### config.mk
export PLATFORM = sky130hd
export DESIGN_NAME = jtframe_dwnld_ctrl
export DESIGN_NICKNAME = d
export VERILOG_FILES = /design/src/rtl/jtframe_dwnld_ctrl_pkg.sv /design/src/rtl/jtframe_fifo_sync.sv /design/src/rtl/jtframe_dwnld_ctrl.sv
export SDC_FILE = /design/constraint.sdc
export NUM_CORES = 1
export LEC_CHECK = 0
export ABC_AREA = 1
export BUFFER_PORTS_ARGS = -buffer_cell sky130_fd_sc_hd__buf_4
export CAP_MARGIN = 20
export CORE_UTILIZATION = 30
export DETAILED_ROUTE_END_ITERATION = 7
export SLEW_MARGIN = 5
export SYNTH_ARGS = -nofsm -noshare
export SYNTH_HDL_FRONTEND = slang
export SYNTH_SLANG_ARGS = --single-unit
### constraint.sdc
create_clock -name i_clk_rom -period 2.9 [get_ports i_clk_rom]
set_input_delay 0.145 -clock i_clk_rom [delete_from_list [all_inputs] [get_ports i_clk_rom]]
set_output_delay 0.145 -clock i_clk_rom [all_outputs]
set_load 0.01 [all_outputs]
### src/rtl/jtframe_dwnld_ctrl_pkg.sv
// Shared definitions for the ioctl download controller: FSM state encoding
// and the default ioctl_index values for ROM and cheat files.
package jtframe_dwnld_ctrl_pkg;

  typedef enum logic [1:0] {
    ST_IDLE  = 2'd0,
    ST_LOAD  = 2'd1,
    ST_DRAIN = 2'd2,
    ST_DONE  = 2'd3
  } dwnld_state_t;

  localparam logic [7:0] DEF_IDX_ROM   = 8'h00;
  localparam logic [7:0] DEF_IDX_CHEAT = 8'h10;
  localparam logic [7:0] IDX_NVRAM     = 8'hFF;

endpackage

### src/rtl/jtframe_fifo_sync.sv
// Small synchronous FIFO with a combinational head output.
// The caller guarantees no push when full (unless popping) and no pop when empty.
module jtframe_fifo_sync #(
  parameter int W  = 40,
  parameter int AW = 2
) (
  input  logic         i_clk,
  input  logic         i_rst,
  input  logic         i_push,
  input  logic         i_pop,
  input  logic [W-1:0] i_din,
  output logic [W-1:0] o_dout,
  output logic         o_full,
  output logic         o_empty
);

  localparam int DEPTH = 1 << AW;

  logic [W-1:0]  r_mem [DEPTH];
  logic [AW-1:0] r_wr_ptr;
  logic [AW-1:0] r_rd_ptr;
  logic [AW:0]   r_count;

  always_ff @(posedge i_clk) begin
    if (i_rst) begin
      r_wr_ptr <= '0;
      r_rd_ptr <= '0;
      r_count  <= '0;
    end else begin
      if (i_push) r_wr_ptr <= r_wr_ptr + 1'b1;
      if (i_pop)  r_rd_ptr <= r_rd_ptr + 1'b1;
      case ({i_push, i_pop})
        2'b10:   r_count <= r_count + 1'b1;
        2'b01:   r_count <= r_count - 1'b1;
        default: r_count <= r_count;
      endcase
    end
  end

  // Storage is not flushed on reset; clearing the pointers is enough.
  always_ff @(posedge i_clk) begin
    if (i_push) r_mem[r_wr_ptr] <= i_din;
  end

  assign o_dout  = r_mem[r_rd_ptr];
  assign o_full  = (r_count == {1'b1, {AW{1'b0}}});
  assign o_empty = (r_count == '0);

endmodule

### src/rtl/jtframe_dwnld_ctrl.sv
// Converts the byte-wide ioctl download stream into 16-bit SDRAM programming
// writes (prog_we/prog_rdy handshake) and steers cheat bytes to their own port.
//
// state    | meaning
// ---------+----------------------------------------------------------
// ST_IDLE  | no download in progress
// ST_LOAD  | ioctl_download high, bytes accepted into the FIFO
// ST_DRAIN | download window closed, FIFO still being written out
// ST_DONE  | single cycle: everything written, dwnld_done pulses
module jtframe_dwnld_ctrl
  import jtframe_dwnld_ctrl_pkg::*;
#(
  parameter int         AW        = 22,
  parameter int         FIFO_AW   = 2,
  parameter logic [7:0] IDX_ROM   = DEF_IDX_ROM,
  parameter logic [7:0] IDX_CHEAT = DEF_IDX_CHEAT
) (
  input  logic          i_clk_rom,
  input  logic          i_rst,
  input  logic          i_ioctl_download,
  input  logic [7:0]    i_ioctl_index,
  input  logic [24:0]   i_ioctl_addr,
  input  logic [7:0]    i_ioctl_data,
  input  logic          i_ioctl_wr,
  output logic [AW-1:0] o_prog_addr,
  output logic [15:0]   o_prog_data,
  output logic [1:0]    o_prog_mask,
  output logic          o_prog_we,
  input  logic          i_prog_rdy,
  output logic [7:0]    o_cheat_addr,
  output logic [7:0]    o_cheat_data,
  output logic          o_cheat_we,
  output logic          o_dwnld_busy,
  output logic          o_dwnld_done,
  output logic          o_overflow,
  output logic          o_range_err
);

  localparam int EW = AW + 18;

  dwnld_state_t r_state;
  logic         r_busy;
  logic         r_done;
  logic         r_prog_we;
  logic         r_overflow;
  logic         r_range_err;
  logic         r_cheat_we;

  logic          w_active;
  logic          w_rom_wr;
  logic          w_in_range;
  logic          w_push;
  logic          w_pop;
  logic          w_full;
  logic          w_empty;
  logic [EW-1:0] w_entry;
  logic [EW-1:0] w_head;

  assign w_active   = (r_state == ST_LOAD) || (r_state == ST_DRAIN);
  assign w_rom_wr   = i_ioctl_wr && (i_ioctl_index == IDX_ROM) && w_active;
  assign w_in_range = ((i_ioctl_addr >> (AW + 1)) == '0);
  assign w_pop      = r_prog_we && i_prog_rdy;
  // A simultaneous pop frees a slot, so a full FIFO can still accept.
  assign w_push     = w_rom_wr && w_in_range && (!w_full || w_pop);
  assign w_entry    = {i_ioctl_addr[AW:1], i_ioctl_data, i_ioctl_data,
                       i_ioctl_addr[0] ? 2'b01 : 2'b10};

  jtframe_fifo_sync #(
    .W  (EW),
    .AW (FIFO_AW)
  ) u_fifo (
    .i_clk   (i_clk_rom),
    .i_rst   (i_rst),
    .i_push  (w_push),
    .i_pop   (w_pop),
    .i_din   (w_entry),
    .o_dout  (w_head),
    .o_full  (w_full),
    .o_empty (w_empty)
  );

  always_ff @(posedge i_clk_rom) begin
    if (i_rst) begin
      r_state <= ST_IDLE;
      r_busy  <= 1'b0;
      r_done  <= 1'b0;
    end else begin
      r_done <= 1'b0;
      case (r_state)
        ST_IDLE: begin
          if (i_ioctl_download) begin
            r_state <= ST_LOAD;
            r_busy  <= 1'b1;
          end
        end
        ST_LOAD: begin
          if (!i_ioctl_download) begin
            if (w_empty && !w_push) begin
              r_state <= ST_DONE;
              r_busy  <= 1'b0;
              r_done  <= 1'b1;
            end else begin
              r_state <= ST_DRAIN;
            end
          end
        end
        ST_DRAIN: begin
          if (i_ioctl_download) begin
            r_state <= ST_LOAD;
          end else if (w_empty && !w_push) begin
            r_state <= ST_DONE;
            r_busy  <= 1'b0;
            r_done  <= 1'b1;
          end
        end
        default: begin
          r_state <= ST_IDLE;
        end
      endcase
    end
  end

  // The head stays in the FIFO until acked, so a drain never loses it.
  always_ff @(posedge i_clk_rom) begin
    if (i_rst) begin
      r_prog_we   <= 1'b0;
      o_prog_addr <= '0;
      o_prog_data <= '0;
      o_prog_mask <= '0;
    end else if (w_pop) begin
      r_prog_we <= 1'b0;
    end else if (!r_prog_we && !w_empty) begin
      r_prog_we   <= 1'b1;
      o_prog_addr <= w_head[EW-1:18];
      o_prog_data <= w_head[17:2];
      o_prog_mask <= w_head[1:0];
    end
  end

  always_ff @(posedge i_clk_rom) begin
    if (i_rst) begin
      r_overflow   <= 1'b0;
      r_range_err  <= 1'b0;
      r_cheat_we   <= 1'b0;
      o_cheat_addr <= '0;
      o_cheat_data <= '0;
    end else begin
      if (w_rom_wr && !w_in_range)                  r_range_err <= 1'b1;
      if (w_rom_wr && w_in_range && w_full && !w_pop) r_overflow  <= 1'b1;
      r_cheat_we <= i_ioctl_wr && (i_ioctl_index == IDX_CHEAT) && (r_state == ST_LOAD);
      if (i_ioctl_wr && (i_ioctl_index == IDX_CHEAT) && (r_state == ST_LOAD)) begin
        o_cheat_addr <= i_ioctl_addr[7:0];
        o_cheat_data <= i_ioctl_data;
      end
    end
  end

  assign o_prog_we    = r_prog_we;
  assign o_cheat_we   = r_cheat_we;
  assign o_dwnld_busy = r_busy;
  assign o_dwnld_done = r_done;
  assign o_overflow   = r_overflow;
  assign o_range_err  = r_range_err;

endmodule

==> impl_metrics.ini <==
[run_status]
status = finished, final reports clean

[setup_path]
r2r-end = u_fifo.r_mem[2][16]$_DFFE_PP_
r2r_start = r_state[0]$_SDFFE_PP0P_
critPathBufInv = 3
cp_cell_sequence = inv_1 -> ha_1 -> inv_2 -> nor2_4 -> nand3_1 -> nor3_2 -> nand2_1 -> nor2_4 -> buf_4
critPathMaxStageDelay_ns = 0.39
crit_arrival_ns = 2.63
crit_fanout = 8
path_delay_family = simple AND/OR/NAND/NOR gates
startpoint = r_state[0]$_SDFFE_PP0P_
reg2regPathDepth = 9
required_ns = 3.04
path_class = reg2reg
end_kind = flip-flop
cpMaxStageDelayCell = nor2_4
path_common_cell = nor2_4
start_kind = flip-flop
r2r_slack_ns = 0.40

[floorplanning]
die_w_um = 159
rows = 57
die_height_um = 159
io_pins = 108
coreArea_sq_mm = 0.0242
start_util_pct = 30.4
die-area_sq_mm = 0.0252

[routing]
drc = 0
drtAntennaViolNets = 0
wirelength_um = 17000
vias = 5048
wire_per_inst_um = 15.1
drt_iter0_drc = 299
m1WireLength_um = 7830
wl_met2_um = 8240
vias_per_cell = 4.49
dr_wl_met3_um = 827
dr.pass1.iters = 4
highest_layer = met4

[global_route]
track_usage_pct = 13.9
grt_first_pass_wirelength_um = 27100
antenna_found_initial = 0
grt_start_max_net_pins = 66
grt_pass1_vias = 4939
grt_overflow = 0

[yosys]
synth_seq_cells = 191
syn_nets = 715
yosys_warnings = 0
async_flop_share_pct = 0
syn_area_per_cell_sq_um = 11.2
yosysUniqueCellTypes = 31
netlist_area_sq_mm = 0.00738
synth_edf_count = 128
syn_inst = 660
ys_seq_area_share_pct = 69.1
synth_flop_cell = edfxtp_1

[timing]
fmaxAchievable_mhz = 400
finalSetupViolations = 0
rsz0062_at_grt = false
maxSlewHeadroom_pct = 32.8
finalCritPeriodShare_pct = 86.1
slew_viol_final = 0
tns_ns = 0
worst_slew_pin_slew_ns = 1.01
period_needed_ns = 2.50
finClkSkew_ns = 0.00845
finalHoldViolations = 0

[layout]
num-fill-cells = 2394
mostFrequentLayoutCells = nor2_1, edfxtp_1, buf_4
area_growth_pct = 28.4
final_nets = 842
diodes = 0
post-route-util_pct = 39.1
stdcell_area_sq_mm = 0.00948
final_common_cell = nor2_1
drive_above_1_share_pct = 22.6

[cts]
numCtsBuffers = 17
cts_tree = done
cts_resized = 0
clk_path_buf_depth = 2
postCtsSetupBuffers = 0
htreeDepth = 4
clk_pin_slew_ns = 0.07
cts-root-buf = clkbuf_16
cts_sinks = 191
clk-insertion-delay-late_ns = 0.43
hold_buffers = 32

[placed_design]
post-dp-hpwl_um = 10700
gp_congestion = 0.757
placed_area_sq_mm = 0.00853
io_buffers = 107

[hold_path]
min_delay_path_depth = 2
whs_endpoint = o_cheat_we$_SDFF_PP0_
hp-class = in2reg
min_from = i_rst

[power_and_ir_drop]
power_density_mw_per_mm2 = 798
leakage_nw = 3.54
ir_drop_uv = 364

[flow_run]
drv_cap = 0
kinds of logic after synthesis:
group / after synthesis / share of synthesized area [%]
AO/OA/AOI/OAI: 161 / 11.7
flip-flops: 191 / 69.1
buffers and inverters: 73 / 4.42
AND/OR/NAND/NOR: 226 / 13.1
adder cells (fa/ha/maj): 9 / 1.63
worst max-delay path by stage:
| stage | end | slack (ns) | depth (start not counted) |
|---|---|---|---|
| global route | u_fifo.r_mem[2][20]$_DFFE_PP_ | 0.18 | 9 |
| global placement | u_fifo.r_mem[2][23]$_DFFE_PP_ | 0.44 | 9 |
| floorplan | u_fifo.r_mem[0][0]$_DFFE_PP_ | -0.16 | 8 |
| CTS | u_fifo.r_mem[2][17]$_DFFE_PP_ | 0.37 | 9 |
| detailed placement | u_fifo.r_mem[2][23]$_DFFE_PP_ | 0.39 | 9 |
| finish | u_fifo.r_mem[2][16]$_DFFE_PP_ | 0.40 | 9 |
metrics by stage:
stage / power, mW / hold slack (ns) / setup slack, ns / cells
after floorplan: 4.43 / 0.222 / -0.161 / 660
after global placement: 5.16 / 0.355 / 0.436 / 1060
after detailed placement: 5.17 / 0.357 / 0.388 / 1060
after CTS: 7.66 / 0.0570 / 0.375 / 1124
after global routing: 7.95 / 0.0696 / 0.181 / 1124
final: 7.57 / 0.0729 / 0.403 / 1124
layer usage:
layer  vias up  global-route usage [%]
li1       2550                       -
met1      2387                    18.5
met2       106                    22.6
met3         5                    3.13
met4         0                    4.41
met5         -                       0
power by group:
part / leakage, nW / internal (mW) / switching (mW)
combinational: 1.57 / 0.759 / 0.985
clock: 0.306 / 1.43 / 1.01
sequential: 1.66 / 3.18 / 0.195
total: 3.54 / 5.37 / 2.19
final cells by class:
cell class,instances,area (sq um),area share (%)
Multi-Input combinational cell,396,1980,20.9
Tap cell,324,405,4.28
Clock inverter,12,158,1.66
Clock buffer,20,467,4.92
Inverter,29,111,1.18
Sequential cell,191,5110,53.9
Timing Repair Buffer,152,1250,13.2
cell usage after synthesis (2+ instances only):
| master | number | area (sq um) |
|---|---|---|
| a21oi_1 | 23 | 115 |
| o21a_1 | 2 | 15.0 |
| nand2_1 | 13 | 48.8 |
| inv_2 | 5 | 18.8 |
| nor2_2 | 4 | 25.0 |
| buf_4 | 8 | 60.1 |
| nor3_1 | 17 | 85.1 |
| inv_1 | 23 | 86.3 |
| a31oi_1 | 32 | 200 |
| buf_2 | 16 | 80.1 |
| edfxtp_1 | 128 | 3840 |
| nor2_1 | 168 | 631 |
| o21ai_1 | 3 | 15.0 |
| clkbuf_1 | 19 | 71.3 |
| dfxtp_1 | 63 | 1260 |
| nand2_2 | 6 | 37.5 |
| nor2_4 | 4 | 45.0 |
| o21ai_0 | 98 | 490 |
| ha_1 | 8 | 100 |
| nand3_1 | 9 | 45.0 |
sequential cells by signal (all words and copies together), names as in the netlist, 2 cells and up:
signal	cells
o_prog_addr	22
u_fifo.r_mem	128
o_prog_data	8
o_cheat_data	8
o_prog_mask	2
u_fifo.r_rd_ptr	2
o_cheat_addr	8
u_fifo.r_wr_ptr	2
u_fifo.r_count	3
r_state	2
Power figures use the tool's default switching activity.
